<file path="config.mk">
export PLATFORM = sky130hd
export DESIGN_NAME = rca_seq_adder
export DESIGN_NICKNAME = d
export VERILOG_FILES = /design/src/rtl/rca_seq_adder.sv
export SDC_FILE = /design/constraint.sdc
export NUM_CORES = 1
export LEC_CHECK = 0
export ABC_AREA = 1
export BUFFER_PORTS_ARGS = -buffer_cell sky130_fd_sc_hd__clkbuf_2
export CAP_MARGIN = 25
export CORE_MARGIN = 8
export CORE_UTILIZATION = 40
export CTS_BUF_LIST = sky130_fd_sc_hd__clkbuf_8
export CTS_CLUSTER_DIAMETER = 40
export CTS_CLUSTER_SIZE = 40
export DETAILED_ROUTE_END_ITERATION = 12
export PLACE_DENSITY = 0.71
export SYNTH_ARGS = -nofsm -noshare
export SYNTH_HDL_FRONTEND = slang
export SYNTH_SLANG_ARGS = --single-unit
export TNS_END_PERCENT = 20
</file>
<file path="constraint.sdc">
create_clock -name clk -period 1.85 [get_ports clk]
set_input_delay 0.185 -clock clk [delete_from_list [all_inputs] [get_ports clk]]
set_output_delay 0.185 -clock clk [all_outputs]
set_load 0.005 [all_outputs]
</file>
<file path="src/rtl/rca_seq_adder.sv">
// rca_seq_adder: multi-cycle add/subtract unit. One CHUNK-bit ripple stage is
// reused for NCHUNK = WIDTH/CHUNK clocks, and the carry between chunks is held
// in a register. Both sides use a valid/ready handshake.
//
// Ports:
//   clk, rst              clock; synchronous active-high reset
//   in_valid / in_ready   operand handshake (in_ready is high only in IDLE)
//   a, b                  WIDTH-bit operands
//   carry_in              carry in for add, borrow in for subtract
//   sub                   0 = a + b + carry_in, 1 = a - b - carry_in
//   out_valid / out_ready result handshake
//   sum                   WIDTH-bit result, modulo 2^WIDTH
//   carry_out             final carry; for subtract, 1 means no borrow
//   overflow              signed overflow of the operation
//   zero                  sum == 0
//
// WIDTH must be a positive multiple of CHUNK.
module rca_seq_adder #(
  parameter int WIDTH = 32,
  parameter int CHUNK = 8
) (
  input  logic             clk,
  input  logic             rst,
  input  logic             in_valid,
  output logic             in_ready,
  input  logic [WIDTH-1:0] a,
  input  logic [WIDTH-1:0] b,
  input  logic             carry_in,
  input  logic             sub,
  output logic             out_valid,
  input  logic             out_ready,
  output logic [WIDTH-1:0] sum,
  output logic             carry_out,
  output logic             overflow,
  output logic             zero
);

  localparam int NCHUNK = WIDTH / CHUNK;
  localparam int CNT_W  = (NCHUNK > 1) ? $clog2(NCHUNK) : 1;
  localparam logic [CNT_W-1:0] LAST_CNT = CNT_W'(NCHUNK - 1);

  typedef enum logic [1:0] {
    IDLE,
    RUN,
    DONE
  } state_t;

  state_t           state_q, state_d;
  logic [CNT_W-1:0] cnt_q, cnt_d;
  logic [WIDTH-1:0] a_q, a_d;
  logic [WIDTH-1:0] b_q, b_d;
  logic [WIDTH-1:0] acc_q, acc_d;
  logic             c_q, c_d;
  logic [WIDTH-1:0] sum_q, sum_d;
  logic             carry_out_q, carry_out_d;
  logic             overflow_q, overflow_d;
  logic             zero_q, zero_d;

  logic [CHUNK:0]   chunk_res;
  logic [WIDTH-1:0] result;

  // Operands are shifted down by one chunk per clock, so the ripple stage
  // always works on the low CHUNK bits. The partial result is shifted in from
  // the top, so after NCHUNK steps chunk 0 sits at bit 0. On the last step the
  // low chunk of a_q/b_q holds the original sign bits, which the overflow
  // check needs.
  always_comb begin
    chunk_res = {1'b0, a_q[CHUNK-1:0]} + {1'b0, b_q[CHUNK-1:0]} + {{CHUNK{1'b0}}, c_q};
    result    = (acc_q >> CHUNK) | (WIDTH'(chunk_res[CHUNK-1:0]) << (WIDTH - CHUNK));

    state_d     = state_q;
    cnt_d       = cnt_q;
    a_d         = a_q;
    b_d         = b_q;
    acc_d       = acc_q;
    c_d         = c_q;
    sum_d       = sum_q;
    carry_out_d = carry_out_q;
    overflow_d  = overflow_q;
    zero_d      = zero_q;

    case (state_q)
      IDLE: begin
        if (in_valid) begin
          // Subtraction is a + ~b + ~borrow_in; for subtract, the carry out
          // is therefore the inverted borrow.
          a_d     = a;
          b_d     = sub ? ~b : b;
          c_d     = sub ? ~carry_in : carry_in;
          cnt_d   = '0;
          state_d = RUN;
        end
      end
      RUN: begin
        a_d   = a_q >> CHUNK;
        b_d   = b_q >> CHUNK;
        c_d   = chunk_res[CHUNK];
        acc_d = result;
        cnt_d = cnt_q + CNT_W'(1);
        if (cnt_q == LAST_CNT) begin
          cnt_d       = '0;
          state_d     = DONE;
          sum_d       = result;
          carry_out_d = chunk_res[CHUNK];
          overflow_d  = (a_q[CHUNK-1] == b_q[CHUNK-1]) &&
                        (chunk_res[CHUNK-1] != a_q[CHUNK-1]);
          zero_d      = (result == '0);
        end
      end
      DONE: begin
        if (out_ready) begin
          state_d = IDLE;
        end
      end
      default: begin
        state_d = IDLE;
      end
    endcase
  end

  always_ff @(posedge clk) begin
    if (rst) begin
      state_q     <= IDLE;
      cnt_q       <= '0;
      a_q         <= '0;
      b_q         <= '0;
      acc_q       <= '0;
      c_q         <= 1'b0;
      sum_q       <= '0;
      carry_out_q <= 1'b0;
      overflow_q  <= 1'b0;
      zero_q      <= 1'b0;
    end else begin
      state_q     <= state_d;
      cnt_q       <= cnt_d;
      a_q         <= a_d;
      b_q         <= b_d;
      acc_q       <= acc_d;
      c_q         <= c_d;
      sum_q       <= sum_d;
      carry_out_q <= carry_out_d;
      overflow_q  <= overflow_d;
      zero_q      <= zero_d;
    end
  end

  assign in_ready  = (state_q == IDLE);
  assign out_valid = (state_q == DONE);
  assign sum       = sum_q;
  assign carry_out = carry_out_q;
  assign overflow  = overflow_q;
  assign zero      = zero_q;

endmodule

</file>
== Word-level counts from Yosys, hierarchy flattened ==
Index checks and enable logic that the tools add are counted.

* Div/mod/pow operators: 0
* $lt $le $gt $ge: 0
* Multiply operators: 0
* Multiplexer cells: 15
* Shift operators: 0
* Reductions and logical operators: 7
* Add/sub/neg operators: 3
* Bitwise logic cells: 3
* Equality and inequality tests: 8

{| class="wikitable"
|+ Operator list
! cell !! count
|-
| 32-bit case mux with 2 select lines || 2
|-
| 32-bit two-way mux || 3
|-
| 32-bit zero test || 1
|-
| 32-bit NOT || 1
|-
| 24-bit by 32-bit OR with 32-bit output || 1
|-
| 2-bit two-way mux || 5
|-
| 8-bit by 8-bit adder with 9-bit output || 1
|-
| 9-bit by 1-bit adder with 9-bit output || 1
|-
| 2-bit case mux with 3 select lines || 1
|-
| 2-bit equality test (second input constant) || 2
|-
| 2-bit inequality test (second input constant) || 2
|-
| 2-bit case mux with 2 select lines || 1
|-
| 2-bit AND reduction || 2
|-
| 3-bit AND reduction || 1
|-
| 2-bit by 1-bit adder with 2-bit output (second input constant) || 1
|-
| 2-bit by 1-bit equality test with 1-bit output (second input constant) || 1
|-
| 2-bit zero test || 1
|-
| 1-bit two-way mux || 2
|-
| 2-bit by 1-bit inequality test with 1-bit output (second input constant) || 1
|-
| 1-bit case mux with 2 select lines || 1
|-
| 2-bit nonzero test || 1
|-
| 1-bit equality test || 1
|-
| 1-bit logical AND || 1
|-
| 1-bit inequality test || 1
|-
| 1-bit NOT || 1
|}

* Input port bits: 70
* Memory bits (writable): 0
* Bits in registers: 136
* Memories: 0
* Output and inout bits: 37
* Latch bits: 0
* ROM bits: 0

== Longest topological paths before layout ==
* Depth after elaboration: 4
* Gate-level depth with buffers: 11
* Mapped depth without buffers: 11

== Worst setup path after synthesis ==
OpenSTA, ideal clock, no wires.

* Kind: register to register
* Start: register a_q[0]
* End: register zero_q, in the netlist zero
* Required time: 1780 ps
* Setup time: 70 ps
* Arrival time: 1817 ps
* Stages on the path, launching flop included: 12
* Setup slack: -38 ps
* Cell sequence: dfxtp_1 > fa_1 > fa_1 > inv_1 > nand2_1 > nor2_1 > nand3_1 > nor2_1 > nand3_1 > nor2_1 > nand2_1 > a21oi_1

* Cells in the longest elaborated chain, start to end: 4

{| class="wikitable"
|+ Ends and longest elaborated chain
! what !! line !! text
|-
| start: declaration || 50 || <nowiki>logic [WIDTH-1:0] a_q, a_d;</nowiki>
|-
| start signal: assignment || 125 || <nowiki>a_q <= '0;</nowiki>
|-
| start signal: assignment || 136 || <nowiki>a_q <= a_d;</nowiki>
|-
| 8-bit by 8-bit adder with 9-bit output || 68 || <nowiki>chunk_res = {1'b0, a_q[CHUNK-1:0]} + {1'b0, b_q[CHUNK-1:0]} + {{CHUNK{1'b0}}, c_q};</nowiki>
|-
| 9-bit by 1-bit adder with 9-bit output || 68 ||
|-
| via chunk_res[1] || 59 || <nowiki>logic [CHUNK:0] chunk_res;</nowiki>
|-
| 24-bit by 32-bit OR with 32-bit output || 69 || <nowiki>result = (acc_q >> CHUNK) | (WIDTH'(chunk_res[CHUNK-1:0]) << (WIDTH - CHUNK));</nowiki>
|-
| 32-bit zero test || 107 || <nowiki>zero_d = (result == '0);</nowiki>
|-
| end signal: assignment || 143 || <nowiki>zero_q <= zero_d;</nowiki>
|-
| end: declaration || 57 || <nowiki>logic zero_q, zero_d;</nowiki>
|}

The timed path passes the listed nets, and every way through them passes these cells.
A chain may end at the register's enable or synchronous reset.

== Worst setup path in the final report ==
* Start: register c_q
* End: register zero_q, in the netlist zero

* Cells in the longest elaborated chain, start to end: 3

{| class="wikitable"
|+ Ends and longest elaborated chain
! what !! line !! text
|-
| start: declaration || 53 || <nowiki>logic c_q, c_d;</nowiki>
|-
| start signal: assignment || 128 || <nowiki>c_q <= 1'b0;</nowiki>
|-
| start signal: assignment || 139 || <nowiki>c_q <= c_d;</nowiki>
|-
| 9-bit by 1-bit adder with 9-bit output || 68 ||
|-
| via chunk_res[1] || 59 ||
|-
| 24-bit by 32-bit OR with 32-bit output || 69 ||
|-
| 32-bit zero test || 107 ||
|}

The timed path passes the listed nets, and every way through them passes these cells.

==> results.json <==
{
  "outcome": "finished, violations left",
  "violations": "setup timing",
  "die_h_um": 134,
  "drv_cap": 0,
  "drv_slew": 0,
  "routed_wl_um": 14000,
  "io_pins": 107,
  "start_util": 0.405,
  "end_kind": "flop",
  "wl_per_cell_um": 13.4,
  "fin_cells": 1043,
  "dieArea_um2": 17900,
  "yosysWarnings": 0,
  "final_cell_area_um2": 6910,
  "ys_seq_area_frac": 0.461,
  "ys_ff_latch": 128,
  "syn-mean-instance-area_um2": 7.60,
  "synth_mux_area_frac": 0,
  "r2r_start": "c_q$_SDFFE_PP0P_",
  "critPathMaxStageDelay_ns": 0.42,
  "dpl.hpwl_um": 9740,
  "critical_path.most_common_cell": "nor2_1",
  "relSlewSlack": 0.505,
  "switching_share": 0.271,
  "critPathKind": "flop to flop",
  "regToRegSetupSlack_ns": -0.04,
  "crit_path_max_fanout": 2,
  "numCtsBuffers": 17,
  "clock_power_share": 0.354,
  "power.total_mw": 5.98,
  "path_buf_inv": 1,
  "crit_path_start_kind": "flop",
  "switching_power_mw": 1.62,
  "layout_commonest_cell": "nand2_1",
  "critPathLaunch": "c_q$_SDFFE_PP0P_",
  "vias": 5083,
  "firstDrtPassIters": 5,
  "dpl_cell_area_um2": 6300,
  "ant_nets": 0,
  "rsz0062_at_grt": "true",
  "synth.distinct_cells": 32,
  "die_x_um": 134,
  "finalWorstSetupSlack_ns": -0.0430,
  "setup_violations": 1,
  "rows": 43,
  "clock_path_buffers": 2,
  "critPathArrivalTime_ns": 2.26,
  "yosys.area_share.simple": 0.206,
  "mostFrequentLayoutCells": "187 x nand2_1, 127 x dfxtp_1, 106 x clkbuf_2",
  "regArea_um2": 2560,
  "drt_iter0_markers": 264,
  "dp_cells": 988,
  "tightest_slew_ns": 0.741,
  "cts.sinks": 128,
  "p_leak_nw": 3.14,
  "synth_cells": 732,
  "pre_cts_slack_ns": -0.0973,
  "min_period_ns": 1.89,
  "cp_slowest_cell": "fa_2",
  "min_path_type": "input port to flop",
  "synth_edf_count": 0,
  "async_flop_share": 0,
  "internal-power_mw": 4.36,
  "fin_skew_ns": 0.0103,
  "clk_pin_slew_ns": 0.07,
  "finalCritPeriodShare": 1.02,
  "multi_input_comb_area_um2": 2590,
  "r2r-end": "zero$_SDFFE_PP0P_",
  "power_frac_comb": 0.143,
  "io_buffers": 106,
  "endpoint": "zero$_SDFFE_PP0P_",
  "synth_fp_nets": 812,
  "crit_family": "adder cells",
  "grt_usage": 0.158,
  "grt_max_degree": 70,
  "drive_gt1_frac": 0.199,
  "fillCellCount": 1347,
  "via_per_inst": 4.87,
  "final_nets": 932,
  "synth_top_family_by_area": "simple AND/OR/NAND/NOR gates",
  "worstSetupPathDepth": 11,
  "antenna_found_initial": 0,
  "required_ns": 2.22,
  "timing.final.hold_violations": 0,
  "cts_tree": "built",
  "power_per_cell_area_nw_per_um2": 865,
  "synth_compound_area_frac": 0.176,
  "grt_pass1_wl_um": 23200,
  "core_um2": 13700,
  "synth_ff_type": "dfxtp_1",
  "max_freq_ghz": 0.528,
  "num_antenna_cells": 0,
  "path_cells": "fa_2 > fa_2 > inv_2 > nand2_1 > nor2_1 > nand3_1 > nor2_1 > nand3_1 > nor2_1 > nand2_1 > a21oi_2",
  "drc": 0,
  "place_congestion": 0.825,
  "netlist_area_um2": 5560,
  "h-tree-depth": 4,
  "vdd_ir_drop_max_mv": 0.494,
  "p_seq_frac": 0.503,
  "root_buffer": "clkbuf_8",
  "synthToLayoutAreaGrowth_pct": 24.3,
  "grt_remaining_overflow": 0,
  "clock_latency_ns": 0.44,
  "synthAdderAreaFrac": 0.0252,
  "r2r_cells": 11,
  "synth-xor-area-share": 0.0520,
  "grt_pass1_vias": 4852
}
repair_timing:
item / 4_1_cts / 5_1_grt
setup buffers: 1 / 0
hold buffers: 24 / 0
resized for setup: 7 / 4
hold endpoints to repair: 24 / 0
endpoints found under the setup margin: 3 / 8
pin swaps: 2 / 0
flip-flops by register name (all words and copies together) (netlist names):
| name | cells |
|---|---|
| overflow | 1 |
| state_q | 2 |
| zero | 1 |
| c_q | 1 |
| cnt_q | 2 |
| carry_out | 1 |
| a_q | 32 |
| sum | 32 |
| b_q | 32 |
| acc_q | 24 |
power by group through the flow:
stage               Combinational, mW  Sequential [mW]  Clock (mW)
finish                          0.855             3.01        2.12
global route                    0.964             3.03        2.28
CTS                             0.856             3.01        2.16
detailed placement              0.803             3.07           0
global placement                0.793             3.07           0
floorplan                       0.559             3.04           0
stage by stage:
stage           util  setup TNS, ns  hold slack (ns)
6_report       0.504        -0.0430           0.0203
5_1_grt        0.504         -0.407          0.00596
4_1_cts        0.503        -0.0639          0.00120
3_5_place_dp   0.459         -0.273            0.430
3_3_place_gp   0.459         -0.143            0.423
2_1_floorplan      -              0            0.333
synth_stat cells, drive strengths merged (8+ instances only):
master / count / area, um^2
nor2: 76 / 293
xnor2: 10 / 87.6
a22oi: 14 / 105
a211oi: 8 / 60.1
ha: 8 / 100
buf: 30 / 173
a31oi: 33 / 206
nand3: 12 / 65.1
nand2: 191 / 719
xor2: 23 / 201
clkbuf: 19 / 75.1
inv: 53 / 199
a21oi: 49 / 245
o21ai: 55 / 275
dfxtp: 128 / 2560
how the worst min path moves through the flow:
stage,from,to,slack [ns],cells after the start
6_report,a[5],a_q[5]$_SDFFE_PP0P_,0.02,3
5_1_grt,b[28],b_q[28]$_SDFFE_PP0P_,0.006,4
4_1_cts,a[5],a_q[5]$_SDFFE_PP0P_,0.001,3
3_3_place_gp,a[30],a_q[30]$_SDFFE_PP0P_,0.42,3
2_1_floorplan,a[29],a_q[29]$_SDFFE_PP0P_,0.33,2
3_5_place_dp,a[30],a_q[30]$_SDFFE_PP0P_,0.43,3
kinds of logic after synthesis:
kind of cell / after synthesis
adder cells (fa/ha/maj): 10
XOR/XNOR: 33
flip-flops: 128
buffers and inverters: 102
AO/OA/AOI/OAI: 170
AND/OR/NAND/NOR: 289
metal layers:
| layer | track usage | up-vias | routed length, um |
|---|---|---|---|
| met1 | 0.202 | 2299 | 6470 |
| met3 | 0.0497 | 13 | 900 |
| li1 | - | 2629 | - |
| met5 | 0 | - | 0 |
| met2 | 0.247 | 142 | 6400 |
| met4 | 0.0555 | 0 | 187 |
final cells by class:
| cell class | instances | area share |
|---|---|---|
| timing repair buffer | 150 | 0.144 |
| inverter | 53 | 0.0288 |
| tap | 180 | 0.0326 |
| clock buffer | 19 | 0.0378 |
| multi-input combinational | 502 | 0.375 |
| sequential | 128 | 0.371 |
| clock inverter | 11 | 0.0112 |
tightest hold or removal path, stage by stage:
cell and delay, ns:
clkbuf_2 0.08, nand2_1 0.07, a31oi_1 0.07
No activity file was read; power rests on OpenSTA's default activity.
